### config.mk
export PLATFORM = sky130hd
export DESIGN_NAME = ysyx_25060173_ifu
export DESIGN_NICKNAME = d
export VERILOG_FILES = /design/src/rtl/ysyx_25060173_pkg.sv /design/src/rtl/ysyx_25060173_pc_reg.sv /design/src/rtl/ysyx_25060173_ifu.sv
export SDC_FILE = /design/constraint.sdc
export NUM_CORES = 1
export LEC_CHECK = 0
export ABC_CLOCK_PERIOD_IN_PS = 3300
export CAP_MARGIN = 5
export CELL_PAD_IN_SITES_DETAIL_PLACEMENT = 1
export CELL_PAD_IN_SITES_GLOBAL_PLACEMENT = 1
export CORE_UTILIZATION = 36
export DETAILED_ROUTE_END_ITERATION = 8
export PLACE_DENSITY_LB_ADDON = 0.1
export SETUP_SLACK_MARGIN = 0.05
export SKIP_LAST_GASP = 1
export SYNTH_ARGS = -nofsm -noshare
export SYNTH_HDL_FRONTEND = slang
export SYNTH_SLANG_ARGS = --single-unit
### constraint.sdc
create_clock -name clk -period 3.3 [get_ports clk]
set_input_delay 0.66 -clock clk [delete_from_list [all_inputs] [get_ports clk]]
set_output_delay 0.66 -clock clk [all_outputs]
set_load 0.02 [all_outputs]
### src/rtl/ysyx_25060173_pkg.sv
// Shared types and constants for the ysyx_25060173 instruction fetch unit.
//   XLEN          : address/data width (32 only)
//   RESET_PC_DEF  : default PC after reset
//   NOP_INST      : addi x0,x0,0, presented in place of a faulting fetch
//   ifu_state_e   : 3-bit IFU FSM encoding
//   inst_pkt_t    : instruction + PC payload handed to the decoder
package ysyx_25060173_pkg;

  localparam int unsigned XLEN = 32;
  localparam logic [31:0] RESET_PC_DEF = 32'h8000_0000;
  localparam logic [31:0] NOP_INST = 32'h0000_0013;

  typedef enum logic [2:0] {
    ST_IDLE = 3'd0,
    ST_REQ  = 3'd1,
    ST_WAIT = 3'd2,
    ST_DROP = 3'd3,
    ST_HOLD = 3'd4
  } ifu_state_e;

  typedef struct packed {
    logic [31:0]     inst;
    logic [XLEN-1:0] pc;
  } inst_pkt_t;

  // True when an address is not word aligned.
  function automatic logic is_misaligned(input logic [XLEN-1:0] addr);
    return addr[1:0] != 2'b00;
  endfunction

endpackage

### src/rtl/ysyx_25060173_pc_reg.sv
// Program counter register.
//   clk, rst_n   : clock, asynchronous active-low reset (loads RESET_PC)
//   redirect_en  : load redirect_pc (wins over advance_en)
//   redirect_pc  : new PC
//   advance_en   : pc <= pc + 4 (wraps modulo 2^XLEN)
//   pc           : current PC
module ysyx_25060173_pc_reg
  import ysyx_25060173_pkg::*;
#(
  parameter logic [XLEN-1:0] RESET_PC = RESET_PC_DEF
) (
  input  logic            clk,
  input  logic            rst_n,
  input  logic            redirect_en,
  input  logic [XLEN-1:0] redirect_pc,
  input  logic            advance_en,
  output logic [XLEN-1:0] pc
);

  logic [XLEN-1:0] pc_q, pc_d;

  // Redirect has priority; otherwise advance or hold.
  always_comb begin
    pc_d = pc_q;
    if (redirect_en) begin
      pc_d = redirect_pc;
    end else if (advance_en) begin
      pc_d = pc_q + XLEN'(4);
    end
  end

  always_ff @(posedge clk or negedge rst_n) begin
    if (!rst_n) begin
      pc_q <= RESET_PC;
    end else begin
      pc_q <= pc_d;
    end
  end

  assign pc = pc_q;

endmodule

### src/rtl/ysyx_25060173_ifu.sv
// Instruction fetch unit: owns the PC, keeps at most one imem request outstanding
// and hands each fetched word plus its PC to the decoder over valid/ready.
// Address width is the package XLEN (32 only).
//   clk, rst_n                 : clock, asynchronous active-low reset
//   imem_req_valid/ready/addr  : fetch request channel (addr = pc)
//   imem_resp_valid/rdata      : fetch response, one per accepted request
//   redirect_valid/pc          : PC change from execute, highest priority
//   inst_valid/ready/inst/pc   : instruction channel to the decoder (registered)
//   fetch_fault                : misaligned redirect target (registered)
// Optional feature macro IFU_ALIGN_CHK_EN: a misaligned redirect target yields a
// nop with fetch_fault=1 instead of a fetch. Without it the low two bits of
// redirect_pc are cleared and fetch_fault stays 0.
module ysyx_25060173_ifu
  import ysyx_25060173_pkg::*;
#(
  parameter logic [XLEN-1:0] RESET_PC = RESET_PC_DEF
) (
  input  logic            clk,
  input  logic            rst_n,
  output logic            imem_req_valid,
  input  logic            imem_req_ready,
  output logic [XLEN-1:0] imem_addr,
  input  logic            imem_resp_valid,
  input  logic [31:0]     imem_rdata,
  input  logic            redirect_valid,
  input  logic [XLEN-1:0] redirect_pc,
  output logic            inst_valid,
  input  logic            inst_ready,
  output logic [31:0]     inst,
  output logic [XLEN-1:0] inst_pc,
  output logic            fetch_fault
);

  ifu_state_e      state_q, state_d;
  inst_pkt_t       pkt_q, pkt_d;
  logic            inst_valid_q, inst_valid_d;
  logic            fault_q, fault_d;
  logic            pc_redirect, pc_advance;
  logic [XLEN-1:0] pc;
  logic [XLEN-1:0] redirect_tgt;
  logic            redirect_fault;

`ifdef IFU_ALIGN_CHK_EN
  assign redirect_tgt   = redirect_pc;
  assign redirect_fault = is_misaligned(redirect_pc);
`else
  assign redirect_tgt   = redirect_pc & ~XLEN'(3);
  assign redirect_fault = 1'b0;
`endif

  ysyx_25060173_pc_reg #(
    .RESET_PC(RESET_PC)
  ) u_pc_reg (
    .clk        (clk),
    .rst_n      (rst_n),
    .redirect_en(pc_redirect),
    .redirect_pc(redirect_tgt),
    .advance_en (pc_advance),
    .pc         (pc)
  );

  // Next state, request control and output register updates.
  always_comb begin
    state_d        = state_q;
    pkt_d          = pkt_q;
    inst_valid_d   = inst_valid_q;
    fault_d        = fault_q;
    pc_redirect    = 1'b0;
    pc_advance     = 1'b0;
    imem_req_valid = 1'b0;

    case (state_q)
      ST_IDLE: state_d = ST_REQ;
      ST_REQ: begin
        // A same-cycle redirect withholds the request; it is reissued at the new pc.
        imem_req_valid = ~redirect_valid;
        if (imem_req_valid && imem_req_ready) state_d = ST_WAIT;
      end
      ST_WAIT: begin
        if (imem_resp_valid) begin
          pkt_d        = '{inst: imem_rdata, pc: pc};
          inst_valid_d = 1'b1;
          state_d      = ST_HOLD;
        end
      end
      ST_DROP: begin
        if (imem_resp_valid) state_d = ST_REQ;
      end
      ST_HOLD: begin
        if (inst_ready) begin
          pc_advance   = 1'b1;
          inst_valid_d = 1'b0;
          fault_d      = 1'b0;
          state_d      = ST_REQ;
        end
      end
      default: state_d = ST_IDLE;
    endcase

    // Redirect overrides everything except the post-reset IDLE cycle.
    if (redirect_valid && (state_q != ST_IDLE)) begin
      pc_redirect  = 1'b1;
      pc_advance   = 1'b0;
      inst_valid_d = 1'b0;
      fault_d      = 1'b0;
      pkt_d        = pkt_q;
      case (state_q)
        ST_WAIT, ST_DROP: state_d = imem_resp_valid ? ST_REQ : ST_DROP;
        default:          state_d = ST_REQ;
      endcase
      if (redirect_fault) begin
        pkt_d        = '{inst: NOP_INST, pc: redirect_pc};
        inst_valid_d = 1'b1;
        fault_d      = 1'b1;
        state_d      = ST_HOLD;
      end
    end
  end

  always_ff @(posedge clk or negedge rst_n) begin
    if (!rst_n) begin
      state_q      <= ST_IDLE;
      pkt_q        <= '0;
      inst_valid_q <= 1'b0;
      fault_q      <= 1'b0;
    end else begin
      state_q      <= state_d;
      pkt_q        <= pkt_d;
      inst_valid_q <= inst_valid_d;
      fault_q      <= fault_d;
    end
  end

  assign imem_addr   = pc;
  assign inst_valid  = inst_valid_q;
  assign inst        = pkt_q.inst;
  assign inst_pc     = pkt_q.pc;
  assign fetch_fault = fault_q;

endmodule

==> flow_metrics.py <==
metrics = {
    "routing": {
        "drcViolationCount": 0,
        "vias": 3960,
        "routed_wl_um": 13800,
        "ant_nets": 0,
        "first_iter_violations": 151,
        "first_pass_iters": 4,
        "via_per_inst": 5.43,
        "wl_per_cell_um": 18.9,
    },
    "finish": {
        "area.growth.synth_to_final_pct": 46.9,
        "fillers": 1284,
        "insertedDiodeCount": 0,
        "nets": 627,
        "multiInputGateArea_um2": 2020,
        "fin_area_um2": 6680,
        "drive_gt1_share_pct": 17.8,
        "post-route-util_pct": 54.9,
        "register_area_um2": 2400,
    },
    "yosys": {
        "ys_ff_latch": 96,
        "synth_commonest_cells": "dfrtp_1 (95), mux2_2 (62), nand2_1 (23), nand3_1 (22), clkbuf_1 (19)",
        "synthArstFlopShare_pct": 100,
        "synth_area_leader_cell": "dfrtp_1",
        "yosys.cell_count.top_type": "dfrtp_1",
        "synth_top_area_share_pct": 52.3,
        "synth_flop_cell": "dfrtp_1",
        "yosysSeqAreaShare_pct": 52.9,
        "synthesis.instances": 401,
        "syn_area_per_cell_um2": 11.3,
        "mappedNetlistArea_um2": 4550,
        "yosysWarnings": 0,
        "ys_types": 51,
        "synth_edf_count": 0,
        "ys_top_cells_by_area": "dfrtp_1 (52%), mux2_2 (15%), nand3_1 (2.4%)",
    },
    "setup_path": {
        "path_cells": "clkdlybuf4s50_1 -> nor4b_1 -> clkdlybuf4s50_1",
        "cp_data_arrival_time_ps": 2140,
        "critPathBufInv": 2,
        "cpPeakStageDelay_ps": 650,
        "reg2reg_slack_ps": 840,
        "critPathMaxFanout": 6,
        "required_ps": 2640,
        "rr_startpoint": "u_pc_reg.pc[2]",
        "path_class": "input port to output port",
        "crit_path_end_kind": "output port",
        "crit_path_top_delay_cell": "clkdlybuf4s50_1",
        "crit_top_cell": "clkdlybuf4s50_1",
        "worstSetupStartpointType": "input port",
        "r2r_end": "u_pc_reg.pc[28]",
        "critPathTopFamily": "buffers and inverters",
        "r2r_cells": 5,
    },
    "clock_network": {
        "worstSkewPairLatency_ps": 350,
        "hold_buffers": 0,
        "clock_tree.buffer_depth": 2,
        "numClockSinks": 96,
        "clockRootBuffer": "clkbuf_16",
        "clkTransAtPathRegs_ps": 60,
        "cts_max_level": 3,
        "cts_setup_buffers": 0,
        "cts_tree": "yes",
        "cts_buffers": 9,
        "cts-resized-gates": 0,
    },
    "placement": {
        "hpwl_um": 9650,
        "numPortBuffers": 161,
        "place_ws_ps": 465,
        "dpl-instance-area_um2": 6340,
        "routabilityCongestion": 0.774,
    },
    "timing": {
        "timing.hold.ws_ps": 448,
        "slew_violations": 0,
        "setup_tns_ps": 0,
        "finalHoldViolCount": 0,
        "slew_headroom_pct": 26.9,
        "finalSetupViolations": 0,
        "tightest_slew_ps": 1100,
        "period_share_pct": 84.9,
        "worst_slack_ps": 498,
        "min_period_ps": 2800,
        "grt_setup_unrepaired": "no",
        "fmax_ghz": 0.357,
        "skew_ps": 8.96,
    },
    "floorplan": {
        "die_w_um": 114,
        "start_util_pct": 37.4,
        "fp-row-count": 40,
        "ios": 169,
        "die_h_um": 114,
        "fp.coreArea_um2": 12200,
        "die_area_um2": 13100,
    },
    "global_route": {
        "track_usage_pct": 22.3,
        "grt_pass1_wl_um": 22500,
        "grt_pass1_vias": 4290,
        "antenna_found_initial": 0,
        "grt.overflow.total": 0,
        "grt_max_degree": 81,
    },
    "hold_path": {
        "hp-class": "input port to asynchronous set/reset pin",
    },
    "job": {
        "cap_violations": 0,
    },
    "pwr": {
        "power.density_nw_per_um2": 807,
        "ir_drop_mv": 0.413,
        "p_leak_nw": 2.71,
    },
    "status": {
        "status": "complete, no violations",
    },
}
how the worst max path moves through the flow:
stage | endpoint | from | slack (ps) | depth (start not counted)
after floorplan | imem_req_valid | redirect_valid | 1040 | 2
after global placement | imem_req_valid | redirect_valid | 490 | 3
after detailed placement | u_pc_reg.pc[21] | redirect_valid | 470 | 5
after CTS | imem_req_valid | redirect_valid | 480 | 3
after global routing | imem_req_valid | redirect_valid | 380 | 3
final | imem_req_valid | redirect_valid | 500 | 3
layout by cell type (no fill, tap or decap), types with 4 or more instances in the layout:
| master | Yosys | routed |
|---|---|---|
| o211ai_1 | 9 | 9 |
| conb_1 | 1 | 5 |
| nand2_1 | 23 | 23 |
| a21oi_1 | 17 | 17 |
| nand4_1 | 10 | 10 |
| mux2_2 | 62 | 62 |
| clkbuf_16 | 0 | 9 |
| a22oi_1 | 12 | 12 |
| o311ai_0 | 4 | 4 |
| nor4_1 | 8 | 8 |
| o22ai_1 | 4 | 4 |
| inv_1 | 4 | 4 |
| or4_1 | 8 | 8 |
| nor2_1 | 12 | 12 |
| a2bb2oi_1 | 5 | 5 |
| o21ai_0 | 15 | 15 |
| clkdlybuf4s50_1 | 0 | 160 |
| buf_4 | 5 | 13 |
| or3_1 | 6 | 6 |
| and3_1 | 6 | 6 |
| nand3_1 | 22 | 22 |
| dfrtp_1 | 95 | 95 |
per-layer routing:
metal	vias to the layer above	share of wire, %	wire length (um)	global-route usage (%)
li1	1817	-	-	-
met1	2013	42	5820	27.6
met2	113	51	7100	38.6
met3	17	4.6	641	4.02
met4	0	1.6	225	8.40
met5	-	0	0	0
flip-flops by register name (all words and copies together), names as in the netlist:
register	flops
inst_pc	30
u_pc_reg.pc	30
inst	32
state_q	3
inst_valid	1
layout make-up:
| cell class | count | share of cell area (%) |
|---|---|---|
| flip-flops and latches | 96 | 36.0 |
| multi-input cells | 272 | 30.2 |
| repair buffers | 173 | 25.4 |
| clock buffers | 12 | 3.84 |
| well taps | 168 | 3.15 |
| clock inverters | 4 | 1.14 |
| inverters | 4 | 0.225 |
cells by family (layout without fill, tap and decap cells):
| kind of cell | count (synthesis) | after routing | synth area share (%) |
|---|---|---|---|
| AO/OA/AOI/OAI | 88 | 88 | 13.3 |
| adder cells (fa/ha/maj) | 1 | 1 | 0.275 |
| buffers and inverters | 37 | 193 | 3.72 |
| flip-flops | 96 | 96 | 52.9 |
| multiplexers | 62 | 62 | 15.4 |
| other | 1 | 5 | 0.0825 |
| AND/OR/NAND/NOR | 116 | 116 | 14.4 |
metrics by stage:
step	std cells	total power, mW
CTS	729	5.45
global placement	713	4.17
floorplan	405	3.07
detailed placement	713	4.26
finish	729	5.39
global route	729	5.68
worst reg2reg max path, delay by kind of cell (launching register included):
kind | cells | cell delay [ps]
adders and majority gates | 1 | 270
AOI/OAI and AO/OA | 1 | 290
and+or+nand+nor | 3 | 1290
DFF | 1 | 490
report_power, final:
| group | internal (mW) | switching, mW | leakage [nW] | total [mW] |
|---|---|---|---|---|
| clock network | 0.708 | 0.453 | 0.159 | 1.16 |
| registers | 1.59 | 0.399 | 1.17 | 1.99 |
| logic | 1.16 | 1.08 | 1.37 | 2.24 |
| total | 3.46 | 1.93 | 2.71 | 5.39 |
Note: power is estimated with default switching activity, not from simulation.
